--- src/rtl/key_pkg.sv ---
// Shared definitions for pushbutton conditioning: press-state encoding and default timing.
package key_pkg;

    localparam int unsigned DEBOUNCE_10MS_50MHZ = 500000;

    typedef enum logic [1:0] {
        IDLE         = 2'd0,
        PRESS_WAIT   = 2'd1,
        HELD         = 2'd2,
        RELEASE_WAIT = 2'd3
    } key_state_t;

    // Debounced level currently accepted in a given state (1 = key held).
    function automatic logic accepted_level(input key_state_t s);
        return (s == HELD) || (s == RELEASE_WAIT);
    endfunction

endpackage

--- src/rtl/sync_2ff.sv ---
// Two-flop synchronizer for a single asynchronous input; reset value is configurable so
// the idle level of the source is presented while in reset.
module sync_2ff #(
    parameter bit RESET_VALUE = 1'b0
) (
    input  logic clk,
    input  logic reset,
    input  logic d,
    output logic q
);

    logic meta;

    always_ff @(posedge clk or posedge reset) begin
        if (reset) begin
            meta <= RESET_VALUE;
            q    <= RESET_VALUE;
        end else begin
            meta <= d;
            q    <= meta;
        end
    end

endmodule

--- src/rtl/key_conditioner.sv ---
// Pushbutton conditioner: synchronizer, counter debounce, press FSM, press strobe and toggle.
// Optional long-hold strobe is built when LONG_PRESS_EN is defined.
module key_conditioner
    import key_pkg::*;
#(
    parameter int unsigned DEBOUNCE_CYCLES = DEBOUNCE_10MS_50MHZ,
    parameter bit          ACTIVE_LOW      = 1'b1,
    parameter bit          TOGGLE_INIT     = 1'b0,
    parameter int unsigned LONG_CYCLES     = 100000000
) (
    input  logic clk,
    input  logic reset,
    input  logic key_async,
    input  logic clear,
    output logic pressed,
    output logic press_pulse,
    output logic toggle,
    output logic long_pulse
);

    localparam int unsigned CNT_W = $clog2(DEBOUNCE_CYCLES + 1);

    if (DEBOUNCE_CYCLES < 1 || LONG_CYCLES <= DEBOUNCE_CYCLES) begin : g_bad_params
        $error("key_conditioner: requires DEBOUNCE_CYCLES >= 1 and LONG_CYCLES > DEBOUNCE_CYCLES");
    end

    logic             key_sync;
    logic             raw_p;
    key_state_t       state, state_next;
    logic [CNT_W-1:0] cnt, cnt_next;
    logic             pressed_next;
    logic             press_pulse_next;
    logic             toggle_next;
    logic             deb_done;
    logic             enter_held;

    sync_2ff #(
        .RESET_VALUE (ACTIVE_LOW)
    ) u_sync (
        .clk   (clk),
        .reset (reset),
        .d     (key_async),
        .q     (key_sync)
    );

    assign raw_p = key_sync ^ ACTIVE_LOW;

    always_ff @(posedge clk or posedge reset) begin
        if (reset) begin
            state       <= IDLE;
            cnt         <= '0;
            pressed     <= 1'b0;
            press_pulse <= 1'b0;
            toggle      <= TOGGLE_INIT;
        end else begin
            state       <= state_next;
            cnt         <= cnt_next;
            pressed     <= pressed_next;
            press_pulse <= press_pulse_next;
            toggle      <= toggle_next;
        end
    end

    always_comb begin
        state_next       = state;
        cnt_next         = cnt;
        pressed_next     = pressed;
        press_pulse_next = 1'b0;
        toggle_next      = toggle;
        enter_held       = 1'b0;
        deb_done         = (cnt == CNT_W'(DEBOUNCE_CYCLES));

        case (state)
            IDLE: begin
                if (raw_p) state_next = PRESS_WAIT;
            end
            PRESS_WAIT: begin
                if (!raw_p) begin
                    state_next = IDLE;
                end else if (deb_done) begin
                    state_next       = HELD;
                    enter_held       = 1'b1;
                    pressed_next     = 1'b1;
                    press_pulse_next = 1'b1;
                    toggle_next      = ~toggle;
                end
            end
            HELD: begin
                if (!raw_p) state_next = RELEASE_WAIT;
            end
            RELEASE_WAIT: begin
                if (raw_p) begin
                    state_next = HELD;
                end else if (deb_done) begin
                    state_next   = IDLE;
                    pressed_next = 1'b0;
                end
            end
            default: state_next = IDLE;
        endcase

        // Count disagreeing samples; settling into a stable state restarts the count.
        if (raw_p == accepted_level(state)) begin
            cnt_next = '0;
        end else if (state_next != state && (state == PRESS_WAIT || state == RELEASE_WAIT)) begin
            cnt_next = '0;
        end else if (!deb_done) begin
            cnt_next = cnt + CNT_W'(1);
        end

        if (clear) toggle_next = TOGGLE_INIT;
    end

`ifdef LONG_PRESS_EN
    localparam int unsigned HOLD_W = $clog2(LONG_CYCLES + 1);

    logic [HOLD_W-1:0] hold_cnt, hold_cnt_next;
    logic              long_pulse_next;

    always_ff @(posedge clk or posedge reset) begin
        if (reset) begin
            hold_cnt   <= '0;
            long_pulse <= 1'b0;
        end else begin
            hold_cnt   <= hold_cnt_next;
            long_pulse <= long_pulse_next;
        end
    end

    // Hold timer saturates at LONG_CYCLES so each press yields at most one strobe.
    always_comb begin
        hold_cnt_next   = hold_cnt;
        long_pulse_next = 1'b0;
        if (enter_held || state == IDLE) begin
            hold_cnt_next = '0;
        end else if ((state == HELD || state == RELEASE_WAIT) &&
                     hold_cnt != HOLD_W'(LONG_CYCLES)) begin
            hold_cnt_next   = hold_cnt + HOLD_W'(1);
            long_pulse_next = (hold_cnt_next == HOLD_W'(LONG_CYCLES));
        end
    end
`else
    assign long_pulse = 1'b0;
`endif

endmodule

--- config.mk ---
export PLATFORM = sky130hd
export DESIGN_NAME = key_conditioner
export DESIGN_NICKNAME = d
export VERILOG_FILES = /design/src/rtl/key_pkg.sv /design/src/rtl/sync_2ff.sv /design/src/rtl/key_conditioner.sv
export SDC_FILE = /design/constraint.sdc
export NUM_CORES = 1
export LEC_CHECK = 0
export BUFFER_PORTS_ARGS = -buffer_cell sky130_fd_sc_hd__buf_2
export CORE_AREA = 2 2 44 87
export CTS_CLUSTER_SIZE = 25
export DETAILED_ROUTE_END_ITERATION = 12
export DIE_AREA = 0 0 46 89
export SETUP_SLACK_MARGIN = 0.02
export SLEW_MARGIN = 20
export SYNTH_ARGS = -nofsm -noshare
export SYNTH_HDL_FRONTEND = slang
export SYNTH_SLANG_ARGS = --single-unit
--- constraint.sdc ---
create_clock -name clk -period 5.5 [get_ports clk]
set_input_delay 0.55 -clock clk [delete_from_list [all_inputs] [get_ports clk]]
set_output_delay 0.55 -clock clk [all_outputs]
set_load 0.01 [all_outputs]
# Word level (Yosys, flattened, before mapping)
# Index checks and enable logic that the tools add are counted.
# word_totals
ff_bits	26
inputBits	4
output_inout_bits	4
word_cells	53
# op_classes
addsub	1
n_eq_ne	12
n_mux	22
bitwise	2
reduce_logical	9
# ops
op	count
two-way mux 19 bit	3
adder 19 x 1 -> 19 bit, second input constant	1
equality test 19 bit, second input constant	1
two-way mux 2 bit	6
two-way mux 1 bit	11
!= test 2 bit, second input constant	4
case mux 2 bit (4 select lines)	1
nonzero test 2 bit	3
AND reduction 5 bit	1
equality test 2 bit, second input constant	2
!= test 3 x 1 -> 1 bit, second input constant	1
AND reduction 3 bit	1
equality test 2 x 1 -> 1 bit, second input constant	1
zero test 2 bit	1
logical OR 1 bit	2
!= test 2 x 1 -> 1 bit, second input constant	1
!= test 2 bit	1
NOT 1 bit	2
case mux 1 bit (2 select lines)	1
equality test 1 bit	1
logical AND 1 bit	1

# Longest topological paths before layout
# Gate-level depths: netlist of run 1.
# depth
ltp_word	8
ltp_mapped	7
depth_no_buf	6

# Cells and area by module
# A second synthesis of run 1 with hierarchy kept.
# unflattened
cells_unflattened	125
hier_area_um2	1291.2
# modules_own_cells
mod	n_inst	cells_each	area_each_um2	seq_area_each_um2
key_conditioner	1	122	1234.9	600.6
sync_2ff	1	3	56.3	52.6

# Worst setup path before layout of run 1
# OpenSTA, ideal clock, no wires.
# synth_path
kind	register -> register
startpoint	reg cnt[0]
endpoint	reg cnt[18]
setup_time_ns	0.077
arrival_ns	1.734
required_ns	5.423
path_slack_ns	3.689
stages_incl_launch_ff	6
path_buffers	0
period_less_slack_ns	1.811
path_cell_list	dfrtp_1 ha_1 nand4_1 or4_4 or3_1 a21oi_1
# synth_via
elab_chain_len	8
word_cells_on_any_way	13
cone_classes	add/sub (1); eq/ne (3); mux (8); reduce/logical (1)
# synth_rtl
element	line_no	text
start, declared	key_conditioner.sv:30	logic [CNT_W-1:0] cnt, cnt_next;
start signal, assigned	key_conditioner.sv:57	cnt <= cnt_next;
equality test 19 bit	key_conditioner.sv:71	deb_done = (cnt == CNT_W'(DEBOUNCE_CYCLES));
two-way mux 2 bit (on tied branches)	key_conditioner.sv:94, key_conditioner.sv:80	
two-way mux 2 bit (on tied branches)	key_conditioner.sv:92, key_conditioner.sv:78	
case mux 2 bit (4 select lines)	key_conditioner.sv:73	case (state)
!= test 2 bit	key_conditioner.sv:105	end else if (state_next != state && (state == PRESS_WAIT || state == RELEASE_WAIT)) begin
logical AND 1 bit	key_conditioner.sv:105	
two-way mux 19 bit	key_conditioner.sv:105	
two-way mux 19 bit	key_conditioner.sv:103	if (raw_p == accepted_level(state)) begin
# Several ways; a longest one is shown, not always the timed one. The select of a mux whose other input is x is not followed.
# A chain may end at the register's enable or synchronous reset.

# Worst setup path after layout of run 1
# layout_path
startpoint	reg cnt[0]
endpoint	reg cnt[16]
# The elaborated chain is that of the path after synthesis.

==> impl_metrics.yaml, run 1 <==
grt:
  gr-total-overflow: 0
  grt_pass1_vias: 1041
  grt_max_degree: 27
  grt_usage: 0.157
  antenna_found_initial: 0
  grt_pass1_wl_um: 4660
cts:
  cts_tree: "built"
  cts_buffer_depth: 2
  cts-root-buf: "clkbuf_8"
  cts_buffers: 3
  ctsResizeCount: 0
  htreeDepth: 1
  cts-hold-fix-buffers: 0
  path_clk_slew_ns: 0.09
  postCtsSetupBuffers: 0
  clk_latency_ns: 0.28
  numClockSinks: 26
finish:
  fill_cells: 341
  insertedDiodeCount: 0
  layout_common_cells: "24 x dfrtp_1, 15 x nor2_1, 9 x xor2_1"
  layout_commonest_cell: "dfrtp_1"
  nets: 142
  fin_cells: 167
  area_delta_synth_final_pct: 7.69
  drive_above_1_share: 0.163
sta:
  finalSetupViolCount: 0
  max_freq_mhz: 437
  clock_skew_ns: 0.00220
  drv_slew: 0
  hold_violations: 0
  slew_headroom: 0.356
  rsz0062_at_grt: "no"
  finalCritPeriodShare: 0.416
  tns_ns: 0
  fin_crit_ns: 2.29
  worst_pin_slew_ns: 0.966
  setup_ws_ns: 3.21
yosys:
  syn-mean-instance-area_um2: 10.3
  netlist_instances: 129
  synth_cell_types: 37
  synth-edff-count: 0
  syn-num-nets: 135
  ys_async_sr_fraction: 1.00
  ys_ff_latch: 26
  synth_seq_area_share: 0.490
  netlist_area_mm2: 0.00133
  ys_warn_count: 0
  ys.flop_type: "dfrtp_1"
route:
  drtIter0Drc: 30
  dr.pass1.iters: 4
  finalWirelength_um: 2740
  routedWlPerCell_um: 16.4
  vias: 979
  drc: 0
  ant_nets: 0
  via_per_inst: 5.86
pwr:
  p_leak_nw: 0.626
  p_per_area_mw_per_mm2: 238
  irDropWorstVdd_mv: 0.116
placement:
  gp_congestion: 0.763
  post-dp-hpwl_um: 2060
  post-place-cells: 163
  pre_cts_ws_ns: 3.16
  portBuffers: 6
critical_path:
  crit_fanout: 16
  r2r_slack_ns: 3.21
  crit_required_ns: 5.64
  reg2regPathDepth: 6
  reg2reg_from: "cnt[0]$_DFFE_PP0P_"
  r2r-end: "cnt[16]$_DFFE_PP0P_"
  path_class: "flip-flop to flip-flop"
  crit_path_end_kind: "flip-flop"
  cp_data_arrival_time_ns: 2.43
  startpoint_type: "flip-flop"
floorplan:
  fp-row-count: 30
  die_h_um: 89
  core_mm2: 0.00338
  initial_core_util: 0.395
  die_area_mm2: 0.00409
  chipWidth_um: 46
  io-pin-count: 8
outcome:
  status: "completed"
min_path:
  min_from: "key_async"
  holdCritPathClass: "primary input to flip-flop"
  holdPathEnd: "u_sync.meta$_DFF_PP1_"
  holdPathStages: 1
run:
  drv_cap: 0
[worst max-delay path by stage]
stage / startpoint / end / slack [ns] / cells after the start
CTS: cnt[0]$_DFFE_PP0P_ / cnt[16]$_DFFE_PP0P_ / 3.15 / 6
global placement: cnt[0]$_DFFE_PP0P_ / cnt[5]$_DFFE_PP0P_ / 3.26 / 6
floorplan: cnt[0]$_DFFE_PP0P_ / cnt[18]$_DFFE_PP0P_ / 3.69 / 5
finish: cnt[0]$_DFFE_PP0P_ / cnt[16]$_DFFE_PP0P_ / 3.21 / 6
global route: cnt[0]$_DFFE_PP0P_ / cnt[16]$_DFFE_PP0P_ / 2.90 / 6
detailed placement: cnt[0]$_DFFE_PP0P_ / cnt[16]$_DFFE_PP0P_ / 3.16 / 6
[report_power, final]
part | switching, mW | leakage (nW) | internal (mW) | total, mW
registers | 0.00434 | 0.352 | 0.195 | 0.199
logic | 0.0111 | 0.246 | 0.00503 | 0.0162
clock network | 0.0622 | 0.0288 | 0.0642 | 0.126
[per-layer routing]
| layer | vias to the layer above | share of wire | track usage |
|---|---|---|---|
| met5 | - | 0 | 0 |
| met1 | 474 | 0.38 | 0.171 |
| met2 | 23 | 0.53 | 0.261 |
| li1 | 469 | - | - |
| met3 | 13 | 0.024 | 0.0182 |
| met4 | 0 | 0.066 | 0.122 |
[critical path, stage by stage (launching register included)]
cell	delay (ns)
dfrtp_1	0.46
inv_1	0.09
ha_1	0.13
nor4b_1	0.48
and3_2	0.33
a21o_1	0.45
o21ai_0	0.20
[logic make-up (layout without fill, tap and decap cells)]
group,count (synthesis),in the layout,synth area share
simple gates,59,59,0.272
flops,26,26,0.490
xor+xnor,16,16,0.105
compound gates,14,14,0.0647
buf+inv,9,15,0.0310
fa+ha+maj,2,2,0.0188
mux,2,2,0.0159
other cells,1,1,0.00281
[per-stage QoR]
step	hold WS (ns)	area, um2	utilization	power (mW)
2_1_floorplan	0.345	1330	-	0.214
3_3_place_gp	0.347	1380	0.409	0.218
3_5_place_dp	0.349	1380	0.409	0.219
4_1_cts	0.359	1440	0.425	0.345
5_1_grt	0.359	1440	0.425	0.353
6_report	0.358	1440	0.425	0.341
[cell type report]
class | instances | area, um2 | area share
multi-input combinational | 94 | 639 | 0.445
sequential | 26 | 653 | 0.455
tap | 32 | 40.0 | 0.0279
timing repair buffer | 6 | 30.0 | 0.0209
inverter | 5 | 18.8 | 0.0131
clock buffer | 4 | 55.1 | 0.0383
[Yosys cell counts (2+ instances only)]
library cell   n  area [um2]
dfrtp_1       24         601
nor2_1        15        56.3
xor2_1         9        78.8
nand2_1        7        26.3
nand3_1        7        35.0
xnor2_1        7        61.3
nand4_1        6        37.5
o21ai_0        6        30.0
inv_1          5        18.8
nor3_1         4        20.0
nor4_1         3        18.8
or4_4          3        33.8
a21o_1         2        15.0
a21oi_1        2        10.0
and4_1         2        17.5
buf_2          2        10.0
dfstp_2        2        52.6
ha_1           2        25.0
nor4b_1        2        17.5
or3_1          2        12.5
[registers in the layout, summed over array words and instances (netlist names)]
register     flops
toggle           1
cnt             19
state            2
pressed          1
press_pulse      1
u_sync.q         1
u_sync.meta      1
(Power assumes the default switching activity.)
==> run 2: changes to the inputs <==
ABC_AREA = 1   (was not set)
CORE_AREA = 2 2 48 95   (was 2 2 44 87)
DIE_AREA = 0 0 50 97   (was 0 0 46 89)
clock period = 2.1 ns   (was 5.5 ns; I/O delays follow)
==> run 2 against run 1 <==
  * Register-to-register slack worse by 2.6 ns
  * Synthesized area up 20%
  * Sequential power rose to 2.6 times the previous value
  * Clock-buffer cell count unchanged
  * Global-route usage up 0.56 points
  * First-iteration DRC count down 37%
  * Die area up 18%
  * Critical path type unchanged
==> impl_metrics.yaml, run 2 <==
outcome:
  status: "completed"
placement:
  dpl_cell_area_mm2: 0.00170
  portBuffers: 6
  post-dp-hpwl_um: 2650
  gp_congestion: 0.840
critical_path:
  crit_fanout: 5
  worstSetupStartpoint: "cnt[0]$_DFFE_PP0P_"
  r2r_slack_ns: 0.63
  cp_cell_sequence: "ha_1 -> nand3_1 -> nor2_2 -> and2_1 -> xor2_1 -> nor2_1"
  endpoint: "cnt[10]$_DFFE_PP0P_"
  reg2regPathDepth: 6
  r2r-end: "cnt[10]$_DFFE_PP0P_"
  startpoint_type: "flip-flop"
  crit_required_ns: 2.27
  crit_path_end_kind: "flip-flop"
  path_class: "flip-flop to flip-flop"
  reg2reg_from: "cnt[0]$_DFFE_PP0P_"
  slowest_delay_ns: 0.42
  cp_data_arrival_time_ns: 1.64
  cpMaxStageDelayCell: "dfrtp_1"
route:
  via_per_inst: 4.73
  vias: 1273
  dr.pass1.iters: 4
  drtIter0Drc: 19
  finalWirelength_um: 3340
  drc: 0
  ant_nets: 0
  routedWlPerCell_um: 12.4
cts:
  htreeDepth: 1
  path_clk_slew_ns: 0.09
  cts_buffer_depth: 2
  clk_latency_ns: 0.27
  cts_buffers: 3
  cts_tree: "built"
  cts-root-buf: "clkbuf_8"
  numClockSinks: 26
pwr:
  irDropWorstVdd_mv: 0.271
  p_per_area_mw_per_mm2: 499
  p_leak_nw: 0.855
  total_power_mw: 0.874
grt:
  grt_usage: 0.163
  grt_pass1_vias: 1377
  grt_max_degree: 27
  grt_pass1_wl_um: 6130
  antenna_found_initial: 0
  gr-total-overflow: 0
floorplan:
  fp-row-count: 33
  die_area_mm2: 0.00485
  initial_core_util: 0.391
  io-pin-count: 8
  core_mm2: 0.00409
  chipWidth_um: 50
  die_h_um: 97
yosys:
  ys_warn_count: 0
  netlist_instances: 206
  synth_area_leaders: "dfrtp_1 38%, nand2_1 12%, nor2_1 8.9%, inv_1 5.2%, nand3_1 4.7%"
  syn-mean-instance-area_um2: 7.77
  synth_commonest_cells: "50 x nand2_1, 38 x nor2_1, 24 x dfrtp_1, 22 x inv_1, 15 x nand3_1"
  synth_cell_types: 30
  ys.flop_type: "dfrtp_1"
  synth-edff-count: 0
  netlist_area_mm2: 0.00160
  ys_async_sr_fraction: 1.00
  synth_top_area_cell: "dfrtp_1"
  netlist.area_leader.share: 0.375
  ys_ff_latch: 26
  syn-num-nets: 212
  yosysMostFrequentCell: "nand2_1"
  synth_seq_area_share: 0.408
finish:
  insertedDiodeCount: 0
  area_delta_synth_final_pct: 9.38
  multiInputGateArea_um2: 842
  regMostFlops: "cnt"
  fill_cells: 412
  largestRegisters: "cnt (19), state (2)"
  layout_commonest_cell: "nand2_1"
  largest_reg_flops: 19
  fin_util: 0.428
  stdcell_area_mm2: 0.00175
  nets: 224
  ff_latch_area_um2: 653
  drive_above_1_share: 0.175
  layout_common_cells: "50 x nand2_1, 38 x nor2_1, 24 x dfrtp_1, 22 x inv_1, 15 x nand3_1"
sta:
  rsz0062_at_grt: "no"
  max_freq_mhz: 680
  tns_ns: 0
  hold_ws_ns: 0.0355
  finalCritPeriodShare: 0.700
  hold_violations: 0
  drv_slew: 0
  clock_skew_ns: 0.00700
  finalSetupViolCount: 0
  fin_crit_ns: 1.47
min_path:
  holdCritPathClass: "primary input to flip-flop"
run:
  drv_cap: 0
run 2: changes by cell type after synthesis, sizes merged, moves of 3 or more:
cell | previous run | this run
nand2 | 7 | 57
nor2 | 15 | 46
inv | 5 | 26
nand3 | 8 | 19
xnor2 | 7 | 1
and4 | 3 | 0
nor4 | 3 | 0
nor4b | 3 | 0
or4 | 3 | 0
run 2: what timing repair did:
action	CTS	global route
setup buffers	0	0
gates resized for setup	0	0
hold buffers	1	0
hold endpoints to repair	24	0
run 2: worst max-delay path, delay by kind of cell (launching register included):
| kind | cells | cell delay (ns) |
|---|---|---|
| and+or+nand+nor | 4 | 0.58 |
| DFF | 1 | 0.42 |
| adders and majority gates | 1 | 0.21 |
| xor gates and xnor gates | 1 | 0.16 |
run 2: how the worst min path moves through the flow:
stage                                        to  cells past startpoint       from  slack [ns]
after floorplan           u_sync.meta$_DFF_PP1_                      0  key_async        0.21
after global placement    press_pulse$_DFF_PP0_                      3      reset        0.28
after detailed placement  press_pulse$_DFF_PP0_                      3      reset        0.29
after CTS                 u_sync.meta$_DFF_PP1_                      1  key_async        0.03
after global routing      u_sync.meta$_DFF_PP1_                      1  key_async        0.03
final                     u_sync.meta$_DFF_PP1_                      1  key_async        0.04
run 2: report_power, final:
part           total [mW]  internal, mW  leakage (nW)  switching, mW
Sequential          0.524         0.512         0.350         0.0115
Combinational      0.0591        0.0203         0.482         0.0388
Clock               0.291         0.136        0.0228          0.155
Total               0.874         0.669         0.855          0.206
run 2: area by class of cell:
class | count | share of cell area
inverters | 26 | 0.0558
multi-input cells | 153 | 0.481
repair buffers | 8 | 0.0272
clock buffers | 4 | 0.0257
flip-flops and latches | 26 | 0.373
well taps | 52 | 0.0372
run 2: cells by family after synthesis:
group | share of synthesized area
flip-flops | 0.408
adder cells (fa/ha/maj) | 0.0156
buffers and inverters | 0.0657
other | 0.00234
multiplexers | 0.00626
AO/OA/AOI/OAI | 0.0383
XOR/XNOR | 0.0540
AND/OR/NAND/NOR | 0.410
run 2: metal layers:
metal / GRT usage / wire (um)
met1: 0.165 / 1280
met2: 0.310 / 1910
met3: 0.0139 / 41
met4: 0.0833 / 116
met5: 0 / 0
run 2: per-stage QoR:
| stage | setup slack (ns) | std cells |
|---|---|---|
| after global placement | 0.642 | 264 |
| after CTS | 0.617 | 269 |
| after global routing | 0.448 | 269 |
| final | 0.630 | 269 |
| after floorplan | 0.747 | 206 |
| after detailed placement | 0.626 | 264 |
==> run 3: changes to the inputs <==
ABC_AREA = 0   (was 1)
CORE_AREA = 2 2 44 87   (was 2 2 48 95)
DIE_AREA = 0 0 46 89   (was 0 0 50 97)
clock period = 1.5 ns   (was 2.1 ns; I/O delays follow)
==> run 3 against run 2 <==
  * The run now ends with negative setup slack left
  * Power is 43% higher
  * Worst hold slack better by 0.21 ns
  * Clock power is 42% higher
  * Combinational power is 84% higher
  * First-iteration DRC count is 21% lower
  * Die area is 16% lower
  * Final cell count is 23% lower
  * Clock skew is 0.0031 ns lower
  * Critical path type unchanged
==> impl_metrics.yaml, run 3 (synthesis results as in run 1) <==
sta:
  finalSetupViolCount: 24
  fin_crit_ns: 1.79
  setup_ws_ns: -0.287
  finalCritPeriodShare: 1.19
  max_freq_mhz: 560
  rsz0062_at_grt: "yes"
  clock_skew_ns: 0.00385
  drv_slew: 0
  hold_violations: 0
grt:
  grt_max_degree: 27
  grt_usage: 0.182
  grt_pass1_wl_um: 5310
  antenna_found_initial: 0
  grt_pass1_vias: 1164
  gr-total-overflow: 0
floorplan:
  chipWidth_um: 46
  die_area_mm2: 0.00409
  io-pin-count: 8
  initial_core_util: 0.395
  fp-row-count: 30
  core_mm2: 0.00338
  die_h_um: 89
finish:
  insertedDiodeCount: 0
  layout_commonest_cell: "buf_4"
  drive_above_1_share: 0.394
  layout_common_cells: "37 x buf_4, 21 x dfrtp_1, 15 x nor2_1, 8 x xor2_1"
  largestRegisters: "cnt (19), state (2)"
  largest_reg_flops: 19
  area_delta_synth_final_pct: 35.7
  regMostFlops: "cnt"
  fin_cells: 207
  nets: 182
  stdcell_area_mm2: 0.00181
placement:
  post-dp-hpwl_um: 2440
  dpl_cell_area_mm2: 0.00166
  gp_congestion: 0.817
  pre_cts_ws_ns: -0.301
  post-place-cells: 197
  portBuffers: 6
route:
  dr.pass1.iters: 4
  vias: 1123
  drtIter0Drc: 15
  ant_nets: 0
  routedWlPerCell_um: 16.1
  finalWirelength_um: 3340
  drc: 0
  via_per_inst: 5.43
cts:
  htreeDepth: 1
  clk_latency_ns: 0.27
  numClockSinks: 26
  cts_buffers: 3
  cts-root-buf: "clkbuf_8"
  cts_tree: "built"
  cts_buffer_depth: 2
  path_clk_slew_ns: 0.09
outcome:
  failed_checks: "negative setup slack"
  status: "finished with violations"
run:
  drv_cap: 0
min_path:
  holdCritPathClass: "primary input to flip-flop"
  min_from: "clear"
  holdPathStages: 3
  holdPathEnd: "toggle$_DFFE_PP0P_"
pwr:
  irDropWorstVdd_mv: 0.521
  p_leak_nw: 0.830
  p_per_area_mw_per_mm2: 690
critical_path:
  r2r-end: "cnt[1]$_DFFE_PP0P_"
  startpoint_type: "flip-flop"
  r2r_slack_ns: -0.29
  path_class: "flip-flop to flip-flop"
  reg2reg_from: "cnt[10]$_DFFE_PP0P_"
  slowest_delay_ns: 0.48
  cp_data_arrival_time_ns: 1.98
  crit_required_ns: 1.69
  cp_cell_sequence: "nor4b_2 -> or3b_1 -> or4_4 -> o22ai_1"
  cpMaxStageDelayCell: "or4_4"
  crit_path_end_kind: "flip-flop"
  reg2regPathDepth: 4
  crit_fanout: 6
  crit_family: "simple AND/OR/NAND/NOR gates"
  cp_num_buf_inv: 0
==> run 3: changes by cell type in the layout (fill, tap and decap cells not counted), moves of 3 or more <==
cell     previous run  this run
buf_4               1        37
dfrtp_1            24        21
dfrtp_2             0         3
inv_1              22         5
inv_2               4         0
nand2_1            50         7
nand2_2             6         0
nand3_1            15         7
nand3_2             3         0
nor2_1             38        15
nor2_4              4         0
or4_4               0         3
xnor2_1             1         7
==> run 3: routing by layer <==
metal | wire (um) | track usage | part of all wire
met3 | 62 | 0.0242 | 0.019
met2 | 1960 | 0.345 | 0.59
met1 | 1220 | 0.181 | 0.37
met5 | 0 | 0 | 0
met4 | 86 | 0.0857 | 0.026
==> run 3: report_power, final <==
group	internal, mW	total [mW]	switching [mW]
combinational	0.0539	0.109	0.0548
clock	0.190	0.413	0.223
sequential	0.713	0.727	0.0137
==> run 3: cell type report <==
cell class                 count  area (um2)
tap                           32        40.0
multi-input combinational     94         711
inverter                       5        18.8
clock buffer                   4        45.0
timing repair buffer          46         339
sequential                    26         657
fill                         312        1570
==> run 3: worst register-to-register path: cells and delay by family, from the launching register on <==
| family | cells | cell delay [ns] |
|---|---|---|
| flip-flops | 1 | 0.40 |
| AO/OA/AOI/OAI | 1 | 0.16 |
| AND/OR/NAND/NOR | 3 | 1.15 |
==> run 3: how the worst max path moves through the flow <==
stage                              from            endpoint  slack [ns]  cells after the start
floorplan           cnt[10]$_DFFE_PP0P_  cnt[0]$_DFFE_PP0P_       -0.23                      4
global placement     cnt[6]$_DFFE_PP0P_  cnt[0]$_DFFE_PP0P_       -0.26                      4
global route         cnt[1]$_DFFE_PP0P_  cnt[1]$_DFFE_PP0P_       -0.38                      6
finish              cnt[10]$_DFFE_PP0P_  cnt[1]$_DFFE_PP0P_       -0.29                      4
detailed placement   cnt[6]$_DFFE_PP0P_  cnt[1]$_DFFE_PP0P_       -0.30                      4
CTS                 cnt[10]$_DFFE_PP0P_  cnt[1]$_DFFE_PP0P_       -0.30                      4
==> run 3: repair_timing <==
item	in CTS	in global routing
pin swaps	1	1
hold endpoints to repair	25	0
cloned	0	0
setup buffers	4	0
hold buffers	2	0
endpoints found under the setup margin	24	24
resized for setup	3	8
==> run 3: through the flow <==
step                power, mW  setup TNS, ns   util  hold WS, ns
global route             1.31          -7.33  0.536        0.261
global placement        0.831          -3.61  0.492        0.212
finish                   1.25          -3.96  0.536        0.241
detailed placement      0.836          -4.20  0.492        0.227
floorplan               0.792          -2.60      -        0.154
CTS                      1.26          -4.31  0.526        0.244
